--- src/rtl/reg_bus_initiator_pkg.sv ---
// Shared definitions for the register-bus initiator: FSM encoding, counter
// width and the board register addresses used around it.
package reg_bus_initiator_pkg;

  typedef enum logic [2:0] {
    ST_IDLE    = 3'd0,
    ST_WR      = 3'd1,
    ST_WR_GAP  = 3'd2,
    ST_RD_ADDR = 3'd3,
    ST_RD_WAIT = 3'd4
  } state_e;

  localparam int CNT_W = 8;

  localparam logic [15:0] ADDR_MAIN   = 16'h0000;
  localparam logic [15:0] REG_STATUS  = 16'h0000;
  localparam logic [15:0] REG_TIMEOUT = 16'h0003;
  localparam logic [15:0] REG_VERSION = 16'h0004;

  // A window of N cycles ends when the counter reaches zero, so load N-1.
  function automatic logic [CNT_W-1:0] lat_load_val(input int cycles);
    return (cycles > 0) ? CNT_W'(cycles - 1) : '0;
  endfunction

endpackage

--- src/rtl/reg_bus_initiator_if.sv ---
// Command, response and register-bus signals of the initiator.
// master = initiator side, slave = decoder/responder side.
interface reg_bus_initiator_if #(
  parameter int LEN_W = 8
);
  logic             cmd_valid;
  logic             cmd_ready;
  logic             cmd_write;
  logic [15:0]      cmd_addr;
  logic [31:0]      cmd_wdata;
  logic [LEN_W-1:0] cmd_len;
  logic             rsp_valid;
  logic [31:0]      rsp_data;
  logic             rsp_last;
  logic [15:0]      reg_raddr;
  logic [15:0]      reg_waddr;
  logic [31:0]      reg_wdata;
  logic             reg_wen;
  logic [31:0]      reg_rdata;
  logic             busy;

  modport master (
    input  cmd_valid, cmd_write, cmd_addr, cmd_wdata, cmd_len, reg_rdata,
    output cmd_ready, rsp_valid, rsp_data, rsp_last,
           reg_raddr, reg_waddr, reg_wdata, reg_wen, busy
  );

  modport slave (
    output cmd_valid, cmd_write, cmd_addr, cmd_wdata, cmd_len, reg_rdata,
    input  cmd_ready, rsp_valid, rsp_data, rsp_last,
           reg_raddr, reg_waddr, reg_wdata, reg_wen, busy
  );
endinterface

--- src/rtl/reg_bus_initiator_lat_counter.sv ---
// Loadable down-counter; tc flags the final cycle of the loaded window.
module lat_counter
  import reg_bus_initiator_pkg::*;
#(
  parameter int W = CNT_W
) (
  input  logic         clk,
  input  logic         rst,
  input  logic         load,
  input  logic [W-1:0] load_val,
  input  logic         dec,
  output logic         tc
);

  logic [W-1:0] cnt_d, cnt_q;

  always_comb begin
    cnt_d = cnt_q;
    if (load) begin
      cnt_d = load_val;
    end else if (dec && !tc) begin
      cnt_d = cnt_q - W'(1);
    end
  end

  always_ff @(posedge clk or posedge rst) begin
    if (rst) begin
      cnt_q <= '0;
    end else begin
      cnt_q <= cnt_d;
    end
  end

  assign tc = (cnt_q == '0);

endmodule

--- src/rtl/reg_bus_initiator.sv ---
// Register-bus master: serialises quadlet writes and (block) reads from the
// packet decoder onto the register-file bus, returning read data as strobes.
//
// state      | meaning
// -----------+-----------------------------------------------------------
// ST_IDLE    | ready for a command
// ST_WR      | reg_wen high for this single cycle
// ST_WR_GAP  | reg_wen held low for WEN_GAP cycles before the next command
// ST_RD_ADDR | first latency cycle of a quadlet, reg_raddr just updated
// ST_RD_WAIT | remaining latency cycles; rdata sampled on the last one
module reg_bus_initiator
  import reg_bus_initiator_pkg::*;
#(
  parameter int RD_LAT  = 2,
  parameter int WEN_GAP = 1,
  parameter int LEN_W   = 8
) (
  input logic sysclk,
  input logic reset,
  reg_bus_initiator_if.master bus
);

  localparam logic [CNT_W-1:0] RD_LOAD  = lat_load_val(RD_LAT);
  localparam logic [CNT_W-1:0] GAP_LOAD = lat_load_val(WEN_GAP);

  state_e           state_d, state_q;
  logic [15:0]      waddr_d, waddr_q;
  logic [31:0]      wdata_d, wdata_q;
  logic [15:0]      raddr_d, raddr_q;
  logic [LEN_W-1:0] remaining_d, remaining_q;
  logic             rsp_valid_d, rsp_valid_q;
  logic             rsp_last_d, rsp_last_q;
  logic [31:0]      rsp_data_d, rsp_data_q;

  logic             lat_load;
  logic [CNT_W-1:0] lat_val;
  logic             lat_dec;
  logic             lat_tc;
  logic             cmd_ready;
  logic             accept;

  lat_counter #(.W(CNT_W)) u_lat (
    .clk      (sysclk),
    .rst      (reset),
    .load     (lat_load),
    .load_val (lat_val),
    .dec      (lat_dec),
    .tc       (lat_tc)
  );

  assign cmd_ready = (state_q == ST_IDLE) && !reset;
  assign accept    = cmd_ready && bus.cmd_valid;

  always_comb begin
    state_d     = state_q;
    waddr_d     = waddr_q;
    wdata_d     = wdata_q;
    raddr_d     = raddr_q;
    remaining_d = remaining_q;
    rsp_valid_d = 1'b0;
    rsp_last_d  = 1'b0;
    rsp_data_d  = rsp_data_q;
    lat_load    = 1'b0;
    lat_val     = '0;
    lat_dec     = 1'b0;

    case (state_q)
      ST_IDLE: begin
        if (accept) begin
          if (bus.cmd_write) begin
            waddr_d = bus.cmd_addr;
            wdata_d = bus.cmd_wdata;
            state_d = ST_WR;
          end else begin
            raddr_d     = bus.cmd_addr;
            remaining_d = bus.cmd_len;
            lat_load    = 1'b1;
            lat_val     = RD_LOAD;
            state_d     = ST_RD_ADDR;
          end
        end
      end

      ST_WR: begin
        if (WEN_GAP == 0) begin
          state_d = ST_IDLE;
        end else begin
          lat_load = 1'b1;
          lat_val  = GAP_LOAD;
          state_d  = ST_WR_GAP;
        end
      end

      ST_WR_GAP: begin
        if (lat_tc) begin
          state_d = ST_IDLE;
        end else begin
          lat_dec = 1'b1;
        end
      end

      ST_RD_ADDR, ST_RD_WAIT: begin
        if (lat_tc) begin
          rsp_valid_d = 1'b1;
          rsp_data_d  = bus.reg_rdata;
          rsp_last_d  = (remaining_q == '0);
          if (remaining_q != '0) begin
            // Next quadlet: 16-bit address wraps naturally past 0xFFFF.
            raddr_d     = raddr_q + 16'd1;
            remaining_d = remaining_q - LEN_W'(1);
            lat_load    = 1'b1;
            lat_val     = RD_LOAD;
            state_d     = ST_RD_ADDR;
          end else begin
            state_d = ST_IDLE;
          end
        end else begin
          lat_dec = 1'b1;
          state_d = ST_RD_WAIT;
        end
      end

      default: state_d = ST_IDLE;
    endcase
  end

  always_ff @(posedge sysclk or posedge reset) begin
    if (reset) begin
      state_q     <= ST_IDLE;
      waddr_q     <= '0;
      wdata_q     <= '0;
      raddr_q     <= '0;
      remaining_q <= '0;
      rsp_valid_q <= 1'b0;
      rsp_last_q  <= 1'b0;
      rsp_data_q  <= '0;
    end else begin
      state_q     <= state_d;
      waddr_q     <= waddr_d;
      wdata_q     <= wdata_d;
      raddr_q     <= raddr_d;
      remaining_q <= remaining_d;
      rsp_valid_q <= rsp_valid_d;
      rsp_last_q  <= rsp_last_d;
      rsp_data_q  <= rsp_data_d;
    end
  end

  // reg_wen decodes straight from the state flop so reset removes it at once.
  assign bus.reg_wen   = (state_q == ST_WR);
  assign bus.cmd_ready = cmd_ready;
  assign bus.busy      = (state_q != ST_IDLE);
  assign bus.reg_raddr = raddr_q;
  assign bus.reg_waddr = waddr_q;
  assign bus.reg_wdata = wdata_q;
  assign bus.rsp_valid = rsp_valid_q;
  assign bus.rsp_last  = rsp_last_q;
  assign bus.rsp_data  = rsp_data_q;

endmodule
--- src/flat_wrapper.sv ---
// flat-port wrapper written by rule: the top's interface ports become plain ports
module reg_bus_initiator_flat import reg_bus_initiator_pkg::*;
#(
  parameter int RD_LAT  = 2,
  parameter int WEN_GAP = 1,
  parameter int LEN_W   = 8
)
  (sysclk, reset, bus_cmd_valid, bus_cmd_write, bus_cmd_addr, bus_cmd_wdata, bus_cmd_len, bus_reg_rdata, bus_cmd_ready, bus_rsp_valid, bus_rsp_data, bus_rsp_last, bus_reg_raddr, bus_reg_waddr, bus_reg_wdata, bus_reg_wen, bus_busy);
  reg_bus_initiator_if #(.LEN_W(LEN_W)) bus_i ();
  input logic sysclk;
  input logic reset;
  input wire logic [$bits(bus_i.cmd_valid)-1:0] bus_cmd_valid;
  input wire logic [$bits(bus_i.cmd_write)-1:0] bus_cmd_write;
  input wire logic [$bits(bus_i.cmd_addr)-1:0] bus_cmd_addr;
  input wire logic [$bits(bus_i.cmd_wdata)-1:0] bus_cmd_wdata;
  input wire logic [$bits(bus_i.cmd_len)-1:0] bus_cmd_len;
  input wire logic [$bits(bus_i.reg_rdata)-1:0] bus_reg_rdata;
  output wire logic [$bits(bus_i.cmd_ready)-1:0] bus_cmd_ready;
  output wire logic [$bits(bus_i.rsp_valid)-1:0] bus_rsp_valid;
  output wire logic [$bits(bus_i.rsp_data)-1:0] bus_rsp_data;
  output wire logic [$bits(bus_i.rsp_last)-1:0] bus_rsp_last;
  output wire logic [$bits(bus_i.reg_raddr)-1:0] bus_reg_raddr;
  output wire logic [$bits(bus_i.reg_waddr)-1:0] bus_reg_waddr;
  output wire logic [$bits(bus_i.reg_wdata)-1:0] bus_reg_wdata;
  output wire logic [$bits(bus_i.reg_wen)-1:0] bus_reg_wen;
  output wire logic [$bits(bus_i.busy)-1:0] bus_busy;
  assign bus_i.cmd_valid = bus_cmd_valid;
  assign bus_i.cmd_write = bus_cmd_write;
  assign bus_i.cmd_addr = bus_cmd_addr;
  assign bus_i.cmd_wdata = bus_cmd_wdata;
  assign bus_i.cmd_len = bus_cmd_len;
  assign bus_i.reg_rdata = bus_reg_rdata;
  assign bus_cmd_ready = bus_i.cmd_ready;
  assign bus_rsp_valid = bus_i.rsp_valid;
  assign bus_rsp_data = bus_i.rsp_data;
  assign bus_rsp_last = bus_i.rsp_last;
  assign bus_reg_raddr = bus_i.reg_raddr;
  assign bus_reg_waddr = bus_i.reg_waddr;
  assign bus_reg_wdata = bus_i.reg_wdata;
  assign bus_reg_wen = bus_i.reg_wen;
  assign bus_busy = bus_i.busy;
  reg_bus_initiator #(.RD_LAT(RD_LAT), .WEN_GAP(WEN_GAP), .LEN_W(LEN_W)) u_core (.sysclk(sysclk), .reset(reset), .bus(bus_i));
endmodule
--- config.mk ---
export PLATFORM = sky130hd
export DESIGN_NAME = reg_bus_initiator_flat
export DESIGN_NICKNAME = d
export VERILOG_FILES = /design/src/rtl/reg_bus_initiator_pkg.sv /design/src/rtl/reg_bus_initiator_if.sv /design/src/rtl/reg_bus_initiator_lat_counter.sv /design/src/rtl/reg_bus_initiator.sv /design/src/flat_wrapper.sv
export SDC_FILE = /design/constraint.sdc
export NUM_CORES = 1
export LEC_CHECK = 0
export CAP_MARGIN = 20
export CORE_MARGIN = 8
export CORE_UTILIZATION = 40
export CTS_BUF_LIST = sky130_fd_sc_hd__clkbuf_4 sky130_fd_sc_hd__clkbuf_8
export DETAILED_ROUTE_END_ITERATION = 7
export GPL_ROUTABILITY_DRIVEN = 0
export PLACE_DENSITY = 0.73
export SYNTH_ARGS = -nofsm -noshare
export SYNTH_HDL_FRONTEND = slang
export SYNTH_SLANG_ARGS = --single-unit
--- constraint.sdc ---
create_clock -name sysclk -period 9.25 [get_ports sysclk]
set_clock_uncertainty 0.2 [all_clocks]
set_input_delay 0.925 -clock sysclk [delete_from_list [all_inputs] [get_ports sysclk]]
set_output_delay 0.925 -clock sysclk [all_outputs]
set_load 0.05 [all_outputs]
==> reports/qor.yml, run 1 <==
run_status:
  outcome: "completed"
pwr:
  p_per_area_nw_per_um2: 420
  leakagePower_nw: 3.29
  vdd_drop_max_v: 0.000275
  finalPower_mw: 3.25
logic_synthesis:
  synth_largest_area_cell: "dfrtp_1"
  synthFlopType: "dfrtp_1"
  synth-seq-cells: 117
  synth_cells: 491
  synth-compound-area-share: 0.101
  synth.net_count: 586
  yosys.area_share.adder: 0.00722
  synth.distinct_cells: 54
  synth_top_area_frac: 0.563
  synthMuxAreaShare: 0.108
  syn_area_per_cell_um2: 10.6
  synth-async-reset-ratio: 1.00
  synth-edff-count: 0
  yosys_warnings: 0
  ys_top_cells_by_area: "dfrtp_1, mux2_2, nand2_1"
  synthXorXnorAreaFrac: 0.0101
  synthSimpleGateAreaFrac: 0.176
  netlist_area_um2: 5200
  synth_top_family_by_area: "simple AND/OR/NAND/NOR gates"
  ys_seq_area_frac: 0.563
critical_path:
  cp-start-kind: "primary input"
  r2r_cells: 5
  worstPathArrival_ps: 2370
  crit_path_max_fanout: 4
  criticalPathCategory: "primary input to output pin"
  worst_setup_path_end_kind: "output pin"
  cp.required_ps: 8120
drt:
  drc: 0
  wl_per_cell_um: 17.3
  drtIter0Drc: 244
  antenna_left: 0
  via_per_inst: 5.15
  drt_pre_antenna_iters: 5
  routed_wl_um: 15000
  vias: 4462
layout:
  syn_to_final_growth_pct: 48.9
  seqCellArea_um2: 2930
  fin_area_um2: 7730
  multi_input_area_um2: 2100
  nets: 777
  fillCellCount: 1057
  diodes: 0
  stdcell_count: 867
  layout-drive-gt1-share: 0.151
sta:
  max_freq_mhz: 286
  max_slew_margin: 0.372
  hold_viol: 0
  rsz0062_at_grt: "no"
  post-route-min-period_ps: 3500
  worst_pin_slew_ps: 940
  setup_viol: 0
  period_share: 0.378
  finalMaxSlewViolations: 0
  tns_ps: 0
clock_network:
  clk_transition_reported_paths_ps: 70
  h-tree-depth: 4
  cts_buffers: 17
  cts_tree: "built"
  cts_num_sinks: 117
  cts_resized: 0
  ctsRootBufferMaster: "clkbuf_8"
  clk_latency_ps: 430
  cts_hold_buffers: 0
  post_cts.repair.setup_buffers: 0
  clockBufferDepth: 2
grt:
  grtUsageTotal: 0.182
  grt_pass1_vias: 4741
  antenna_found_initial: 0
  overflow: 0
  grt_pass1_wl_um: 24100
  grt_max_degree: 83
die:
  start_util: 0.410
  chipHeight_um: 130
  io_pins: 193
  dieArea_um2: 16900
  die_w_um: 130
  rows: 41
  core_um2: 12700
place:
  port_buffers: 192
  dp_cells: 833
  dp_hpwl_um: 11000
  dpl_cell_area_um2: 7240
worst_hold_path:
  whs_path_depth: 2
  min_path_type: "register to register"
flow_run:
  cap_violations: 0
==> path summary, 6_finish.rpt <==
kind,startpoint,end,slack (ps)
worst max-delay path,reset,bus_cmd_ready,5750
worst min-delay path,u_core.bus.rsp_data[9]$_DFFE_PP0P_,u_core.bus.rsp_data[9]$_DFFE_PP0P_,280
worst max register to register,u_core.state_q[2]$_DFFE_PP0P_,u_core.bus.reg_raddr[8]$_DFFE_PP0P_,6360
worst min register to register,u_core.bus.rsp_data[9]$_DFFE_PP0P_,u_core.bus.rsp_data[9]$_DFFE_PP0P_,280
max in group asynchronous,reset,u_core.remaining_q[4]$_DFFE_PP0P_,7110
min in group asynchronous,reset,u_core.bus.rsp_data[7]$_DFFE_PP0P_,750
==> routing by layer <==
| metal | routed length [µm] | track usage | up-vias |
|---|---|---|---|
| li1 | - | - | 2074 |
| met1 | 5900 | 0.210 | 2200 |
| met2 | 7560 | 0.306 | 172 |
| met3 | 1390 | 0.0743 | 16 |
| met4 | 150 | 0.0540 | 0 |
| met5 | 0 | 0 | - |
==> worst max-delay path, cell delays in order <==
cell             delay (ps)
clkdlybuf4s50_1         500
nor2_1                  140
clkdlybuf4s50_1         810
==> kinds of logic (layout without fill, tap and decap cells) <==
family / Yosys count / count (layout)
xor gates and xnor gates: 6 / 6
adders and majority gates: 3 / 3
DFF: 117 / 117
AOI/OAI and AO/OA: 81 / 81
and+or+nand+nor: 199 / 199
muxes: 50 / 50
buffers and inverters: 35 / 239
==> cell usage in the layout (no fill, tap or decap), types with 2 or more instances in the layout <==
master,n
clkdlybuf4s50_1,192
nand2_1,122
dfrtp_1,117
mux2_2,48
a21oi_1,24
o21ai_0,23
nor2_1,21
clkbuf_8,21
nand3_1,14
inv_1,9
nor3_1,9
xor2_1,6
nor3b_1,4
a31o_2,4
a22oi_1,4
bufinv_16,4
or3b_2,3
a31oi_1,3
and2_1,3
o22ai_1,3
and4_1,3
nand4_1,3
ha_1,3
clkbuf_4,3
nor3b_2,2
nor2_2,2
nand2b_1,2
and3_1,2
a2bb2oi_1,2
a21o_1,2
mux2i_1,2
o21ai_1,2
clkinv_2,2
clkinvlp_4,2
buf_4,2
==> state kept, by name, summed over array words and instances (netlist names) <==
name                  cells
u_core.bus.reg_raddr     16
u_core.bus.reg_waddr     16
u_core.bus.reg_wdata     32
u_core.bus.rsp_data      32
u_core.bus.rsp_last       1
u_core.bus.rsp_valid      1
u_core.remaining_q        8
u_core.state_q            3
u_core.u_lat.cnt_q        8
==> where the power goes <==
| part | total, mW | internal, mW | switching, mW |
|---|---|---|---|
| logic | 1.77 | 0.621 | 1.15 |
| registers | 0.942 | 0.754 | 0.189 |
| clock network | 0.534 | 0.331 | 0.203 |
| total | 3.25 | 1.71 | 1.54 |
==> area by class of cell <==
cell class | instances | share of cell area
Clock buffer | 24 | 0.0403
Multi-Input combinational cell | 339 | 0.271
Inverter | 10 | 0.00518
Clock inverter | 8 | 0.0188
Timing Repair Buffer | 197 | 0.258
Sequential cell | 117 | 0.379
Tap cell | 172 | 0.0278
==> metrics by stage <==
step / worst slack, ps / util / hold slack (ps)
global placement: 5510 / 0.569 / 259
floorplan: 4260 / - / 271
global route: 5720 / 0.610 / 317
CTS: 5750 / 0.607 / 284
finish: 5750 / 0.610 / 277
detailed placement: 5750 / 0.571 / 264
==> cells in the mapped netlist, drive strengths merged (5+ instances only) <==
library cell / instances
nand2: 122
dfrtp: 117
mux2: 48
o21ai: 26
a21oi: 24
nor2: 23
buf: 17
nand3: 14
inv: 10
nor3: 9
clkbuf: 8
nor3b: 6
xor2: 6
a22oi: 5
(Power assumes the default switching activity.)
==> run 2: changes to the inputs <==
==> constraint.sdc (replaced) <==
create_clock -name sysclk -period 3.62 [get_ports sysclk]
set_clock_uncertainty 0.2 [all_clocks]
set_input_delay 0.362 -clock sysclk [delete_from_list [all_inputs] [get_ports sysclk]]
set_output_delay 0.362 -clock sysclk [all_outputs]
set_load 0.05 [all_outputs]
==> run 2 against run 1 <==
Against the previous run: register-to-register slack worse by 5600 ps; via count down 2.5%; highest routed layer unchanged; largest power group unchanged; critical path type is now register to register; non-clock buffer count is 1 higher.
==> reports/qor.yml, run 2 (same netlist as run 1, synthesis figures left out) <==
run_status:
  outcome: "completed"
pwr:
  switching_power_mw: 3.92  # +150%
  leakagePower_nw: 3.30  # +0.11%
  vdd_drop_max_v: 0.000639  # +130%
  p_per_area_nw_per_um2: 1080  # +160%
  clkPwrFrac: 0.177  # +0.013
  swShare: 0.469  # -0.00587
  combPwrFrac: 0.538  # -0.008
  p_seq_frac: 0.285  # -0.005
  p_int_mw: 4.43  # +160%
worst_hold_path:
  min_from: "bus_reg_rdata[9]"
  holdPathEnd: "u_core.bus.rsp_data[9]$_DFFE_PP0P_"
  whs_path_depth: 3  # +1
  min_path_type: "primary input to register"
sta:
  rsz0062_at_grt: "no"
  max_freq_mhz: 351
  finalMaxSlewViolations: 0  # unchanged
  hold_viol: 0  # unchanged
  setup_viol: 0  # unchanged
  post-route-min-period_ps: 2850
  max_slew_margin: 0.376  # +0.00323
  period_share: 0.787
  tns_ps: 0  # unchanged
  worst_pin_slew_ps: 936  # -3.80 ps
clock_network:
  cts_tree: "built"
  clockBufferDepth: 2  # unchanged
  cts_resized: 0  # unchanged
  clk_transition_reported_paths_ps: 70  # about the same
  clk_latency_ps: 430  # about the same
  h-tree-depth: 4  # unchanged
  cts_buffers: 17  # unchanged
  cts_hold_buffers: 0  # unchanged
  post_cts.repair.setup_buffers: 0  # unchanged
  ctsRootBufferMaster: "clkbuf_8"
  cts_num_sinks: 117  # unchanged
layout:
  fin_area_um2: 7740  # about the same
  nets: 778  # +0.13%
  diodes: 0  # unchanged
  layout_common_cells: "clkdlybuf4s50_1, nand2_1, dfrtp_1, mux2_2, a21oi_1"
  final_common_cell: "clkdlybuf4s50_1"
  fillCellCount: 1074  # +1.6%
  syn_to_final_growth_pct: 48.9  # about the same
  layout-drive-gt1-share: 0.151  # -0.000217
critical_path:
  path_delay_family: "compound AO/OA/AOI/OAI gates"
  max_stage_delay_ps: 770  # -40 ps
  worstPathArrival_ps: 2970  # +600 ps
  worst_setup_path_end_kind: "register"
  crit_chain: "and3b_1 > or2_2 > a22oi_4 > o21ai_0 > a22o_1"
  cp-start-kind: "register"
  r2r_end: "u_core.bus.reg_raddr[8]$_DFFE_PP0P_"
  criticalPathCategory: "register to register"
  crit_path_start: "u_core.state_q[2]$_DFFE_PP0P_"
  r2r_start: "u_core.state_q[2]$_DFFE_PP0P_"
  cp_num_buf_inv: 0  # -2
  crit_path_max_fanout: 43  # +39
  r2r_cells: 5  # unchanged
  rrSetupSlack_ps: 770  # -5590 ps
  critPathSlowestCell: "a22oi_4"
  cp.required_ps: 3740  # -4380 ps
drt:
  wl_per_cell_um: 16.8  # -3.1%
  vias: 4349  # -2.5%
  drc: 0  # unchanged
  drt_pre_antenna_iters: 4  # -1
  drtIter0Drc: 299  # +23%
  antenna_left: 0  # unchanged
  via_per_inst: 5.01  # -2.6%
  routed_wl_um: 14500  # -3.0%
die:
  dieArea_um2: 16900  # unchanged
  chipHeight_um: 130  # unchanged
  core_um2: 12700  # unchanged
  die_w_um: 130  # unchanged
  rows: 41  # unchanged
  start_util: 0.410  # unchanged
  io_pins: 193  # unchanged
grt:
  antenna_found_initial: 0  # unchanged
  overflow: 0  # unchanged
  grt_pass1_wl_um: 23300  # -3.6%
  grt_pass1_vias: 4577  # -3.5%
  grt_max_degree: 74  # -11%
  grtUsageTotal: 0.177  # -0.00544
place:
  dp_hpwl_um: 10600  # -3.5%
  dpl_cell_area_um2: 7240  # +0.12%
  port_buffers: 192  # unchanged
flow_run:
  cap_violations: 0  # unchanged
==> run 2: changes by cell type in the layout (fill, tap and decap cells not counted) <==
cell	change
buf_12	-1
buf_16	-1
buf_4	+4
buf_8	-1
bufinv_16	+2
clkbuf_4	-2
clkbuf_8	-2
clkinv_4	+2
inv_4	-1
inv_6	+1
nor2_1	+1
nor2_2	-1
==> run 2: final cells by class <==
class / instances / area, µm² / area share
clock buffers: 20 / 269 / 0.0348
inverters: 10 / 41.3 / 0.00534
flip-flops and latches: 117 / 2930 / 0.378
clock inverters: 12 / 224 / 0.0289
repair buffers: 198 / 1970 / 0.254
well taps: 172 / 215 / 0.0278
multi-input cells: 339 / 2090 / 0.271
==> run 2: power groups by stage <==
stage	combinational (mW)	clock [mW]	sequential (mW)
after floorplan	1.20	0	4.16
after global placement	4.46	0	2.36
after detailed placement	4.53	0	2.39
after CTS	4.54	1.51	2.38
after global routing	4.75	1.57	2.47
final	4.49	1.48	2.38
==> run 2: routing by layer <==
metal | track usage | up-vias | share of wire
met5 | 0 | - | 0
met4 | 0.0669 | 0 | 0.015
met2 | 0.295 | 133 | 0.49
met1 | 0.200 | 2109 | 0.40
li1 | - | 2090 | -
met3 | 0.0718 | 17 | 0.088
==> run 2: stage by stage <==
step           instances  total power [mW]  setup slack [ps]  hold slack, ps   util
2_1_floorplan        491              5.36              50.3             267      -
3_3_place_gp         836              6.83               883             256  0.572
3_5_place_dp         836              6.92               809             262  0.572
4_1_cts              868              8.43               782             217  0.611
5_1_grt              868              8.79               582             251  0.611
6_report             868              8.35               770             253  0.611
==> run 2: how the worst max path moves through the flow <==
stage / slack [ps] / depth (start not counted) / endpoint
5_1_grt: 580 / 5 / u_core.bus.reg_raddr[8]$_DFFE_PP0P_
3_3_place_gp: 880 / 5 / u_core.bus.reg_raddr[8]$_DFFE_PP0P_
6_report: 770 / 5 / u_core.bus.reg_raddr[8]$_DFFE_PP0P_
4_1_cts: 780 / 4 / bus_cmd_ready
3_5_place_dp: 810 / 5 / u_core.bus.reg_raddr[8]$_DFFE_PP0P_
2_1_floorplan: 50 / 5 / u_core.bus.reg_waddr[0]$_DFFE_PP0P_
==> run 2: worst register-to-register path, delay by kind of cell (launching register included) <==
kind	cells	cell delay [ps]
and+or+nand+nor	2	820
AOI/OAI and AO/OA	3	1250
DFF	1	460
==> run 3: changes to the inputs <==
--- a/config.mk
+++ b/config.mk
@@ -11,7 +11,7 @@
 export CTS_BUF_LIST = sky130_fd_sc_hd__clkbuf_4 sky130_fd_sc_hd__clkbuf_8
 export DETAILED_ROUTE_END_ITERATION = 7
 export GPL_ROUTABILITY_DRIVEN = 0
-export PLACE_DENSITY = 0.73
+export PLACE_DENSITY = 0.76
 export SYNTH_ARGS = -nofsm -noshare
 export SYNTH_HDL_FRONTEND = slang
 export SYNTH_SLANG_ARGS = --single-unit
==> constraint.sdc (replaced) <==
create_clock -name sysclk -period 2.4 [get_ports sysclk]
set_clock_uncertainty 0.2 [all_clocks]
set_input_delay 0.24 -clock sysclk [delete_from_list [all_inputs] [get_ports sysclk]]
set_output_delay 0.24 -clock sysclk [all_outputs]
set_load 0.05 [all_outputs]
==> run 3 against run 2 <==
Against the previous run: setup slack worse by 680 ps; die area unchanged; register-to-register slack worse by 680 ps; total power up 47%; non-clock buffer count up 10; final area up 0.39%; critical endpoint is now u_core.state_q[1]$_DFFE_PP0P_; largest cell class unchanged; highest routed layer unchanged.
==> reports/qor.yml, run 3 (same netlist as run 1, synthesis figures left out) <==
drt:
  drc: 0  # unchanged
  routed_wl_um: 15300  # +5.1%
  wl_per_cell_um: 17.4  # +3.9%
  drtIter0Drc: 383  # +28%
  antenna_left: 0  # unchanged
  vias: 4414  # +1.5%
  drt_pre_antenna_iters: 4  # unchanged
  via_per_inst: 5.03  # +0.34%
sta:
  holdWs_ps: 125  # -128 ps
  post-route-min-period_ps: 2310  # -545 ps
  hold_viol: 0  # unchanged
  period_share: 0.961  # +0.173
  max_freq_mhz: 434  # +24%
  setup_viol: 0  # unchanged
  tns_ps: 0  # unchanged
  finalMaxSlewViolations: 0  # unchanged
  layout_setup_ws_ps: 94.5  # -675 ps
  max_slew_margin: 0.553  # +0.177
  rsz0062_at_grt: "no"
  worst_pin_slew_ps: 671  # -265 ps
critical_path:
  cp-start-kind: "register"
  worst_setup_path_end_kind: "register"
  criticalPathCategory: "register to register"
  worstPathArrival_ps: 2370  # -600 ps
  rrSetupSlack_ps: 90  # -680 ps
  crit_path_max_fanout: 23  # -47%
  cp.required_ps: 2460  # -1280 ps
grt:
  grt_max_degree: 118  # +59%
  grt_pass1_vias: 4652  # +1.6%
  overflow: 0  # unchanged
  antenna_found_initial: 0  # unchanged
  grt_pass1_wl_um: 24200  # +4.1%
  grtUsageTotal: 0.187  # +0.0106
die:
  io_pins: 193  # unchanged
  chipHeight_um: 130  # unchanged
  dieArea_um2: 16900  # unchanged
  core_um2: 12700  # unchanged
  start_util: 0.410  # unchanged
  rows: 41  # unchanged
  die_w_um: 130  # unchanged
pwr:
  finalPower_mw: 12.3  # +47%
  p_per_area_nw_per_um2: 1580  # +47%
  vdd_drop_max_v: 0.000973  # +52%
  leakagePower_nw: 3.33  # +1.0%
flow_run:
  cap_violations: 0  # unchanged
layout:
  fillCellCount: 1083  # +0.84%
  layout_common_cells: "clkdlybuf4s50_1, nand2_1, dfrtp_1, mux2_2, a21oi_1"
  syn_to_final_growth_pct: 49.5
  post-route-util: 0.613  # +0.00237
  diodes: 0  # unchanged
  final_common_cell: "clkdlybuf4s50_1"
  layout-drive-gt1-share: 0.169  # +0.0177
  nets: 788  # +1.3%
clock_network:
  ctsRootBufferMaster: "clkbuf_8"
  clockBufferDepth: 2  # unchanged
  cts_tree: "built"
  h-tree-depth: 4  # unchanged
  clk_latency_ps: 440  # about the same
  cts_buffers: 17  # unchanged
  post_cts.repair.setup_buffers: 0  # unchanged
  clk_transition_reported_paths_ps: 70  # about the same
  cts_hold_buffers: 0  # unchanged
  cts_num_sinks: 117  # unchanged
run_status:
  outcome: "completed"
place:
  dp_hpwl_um: 11300  # +6.0%
  port_buffers: 192  # unchanged
  place_ws_ps: 52.0  # -757 ps
worst_hold_path:
  min_path_type: "primary input to register"
==> run 3: worst paths after layout <==
| check | startpoint | to | cells past startpoint |
|---|---|---|---|
| setup / recovery | u_core.remaining_q[0]$_DFFE_PP0P_ | u_core.state_q[1]$_DFFE_PP0P_ | 8 |
| hold / removal | bus_reg_rdata[18] | u_core.bus.rsp_data[18]$_DFFE_PP0P_ | 3 |
| hold reg to reg | u_core.bus.rsp_data[1]$_DFFE_PP0P_ | u_core.bus.rsp_data[1]$_DFFE_PP0P_ | 2 |
| max in group asynchronous | reset | u_core.bus.rsp_data[1]$_DFFE_PP0P_ | 4 |
| min in group asynchronous | reset | u_core.state_q[0]$_DFFE_PP0P_ | 4 |
| setup reg to reg | u_core.remaining_q[0]$_DFFE_PP0P_ | u_core.state_q[1]$_DFFE_PP0P_ | 8 |
==> run 3: layout make-up <==
cell class / count / area, µm² / area share
multi-input cells: 339 / 2120 / 0.273
repair buffers: 208 / 2090 / 0.269
clock inverters: 4 / 45.0 / 0.00580
inverters: 10 / 41.3 / 0.00532
clock buffers: 28 / 335 / 0.0432
flip-flops and latches: 117 / 2930 / 0.377
well taps: 172 / 215 / 0.0277
==> run 3: metal layers <==
| metal | routed length, µm | vias up | share of wire | global-route usage |
|---|---|---|---|---|
| li1 | - | 2097 | - | - |
| met2 | 7570 | 163 | 0.49 | 0.306 |
| met4 | 238 | 0 | 0.016 | 0.0710 |
| met1 | 5870 | 2138 | 0.38 | 0.208 |
| met3 | 1620 | 16 | 0.11 | 0.0914 |
| met5 | 0 | - | 0 | 0 |
==> run 3: per-stage QoR <==
stage                     cell area, µm²  cells
after global placement              7370    846
final                               7770    878
after detailed placement            7370    846
after floorplan                     5220    491
after CTS                           7750    878
after global routing                7770    878
==> run 3: repair_timing <==
item	4_1_cts	5_1_grt
gates resized for setup	1	4
setup endpoints to repair	1	7
pin swaps	0	1
==> run 3: power by group <==
part | internal [mW] | total (mW) | switching [mW]
combinational | 2.46 | 6.93 | 4.46
clock | 0.988 | 1.73 | 0.746
sequential | 2.91 | 3.63 | 0.721
==> run 3: worst max-delay path, cell delays in order (launching register included) <==
cell and delay, ps:
dfrtp_1 400, inv_1 100, ha_2 200, or3b_2 500
nor2_4 190, a22oi_4 110, buf_12 170, nand2_1 90
o311ai_0 150
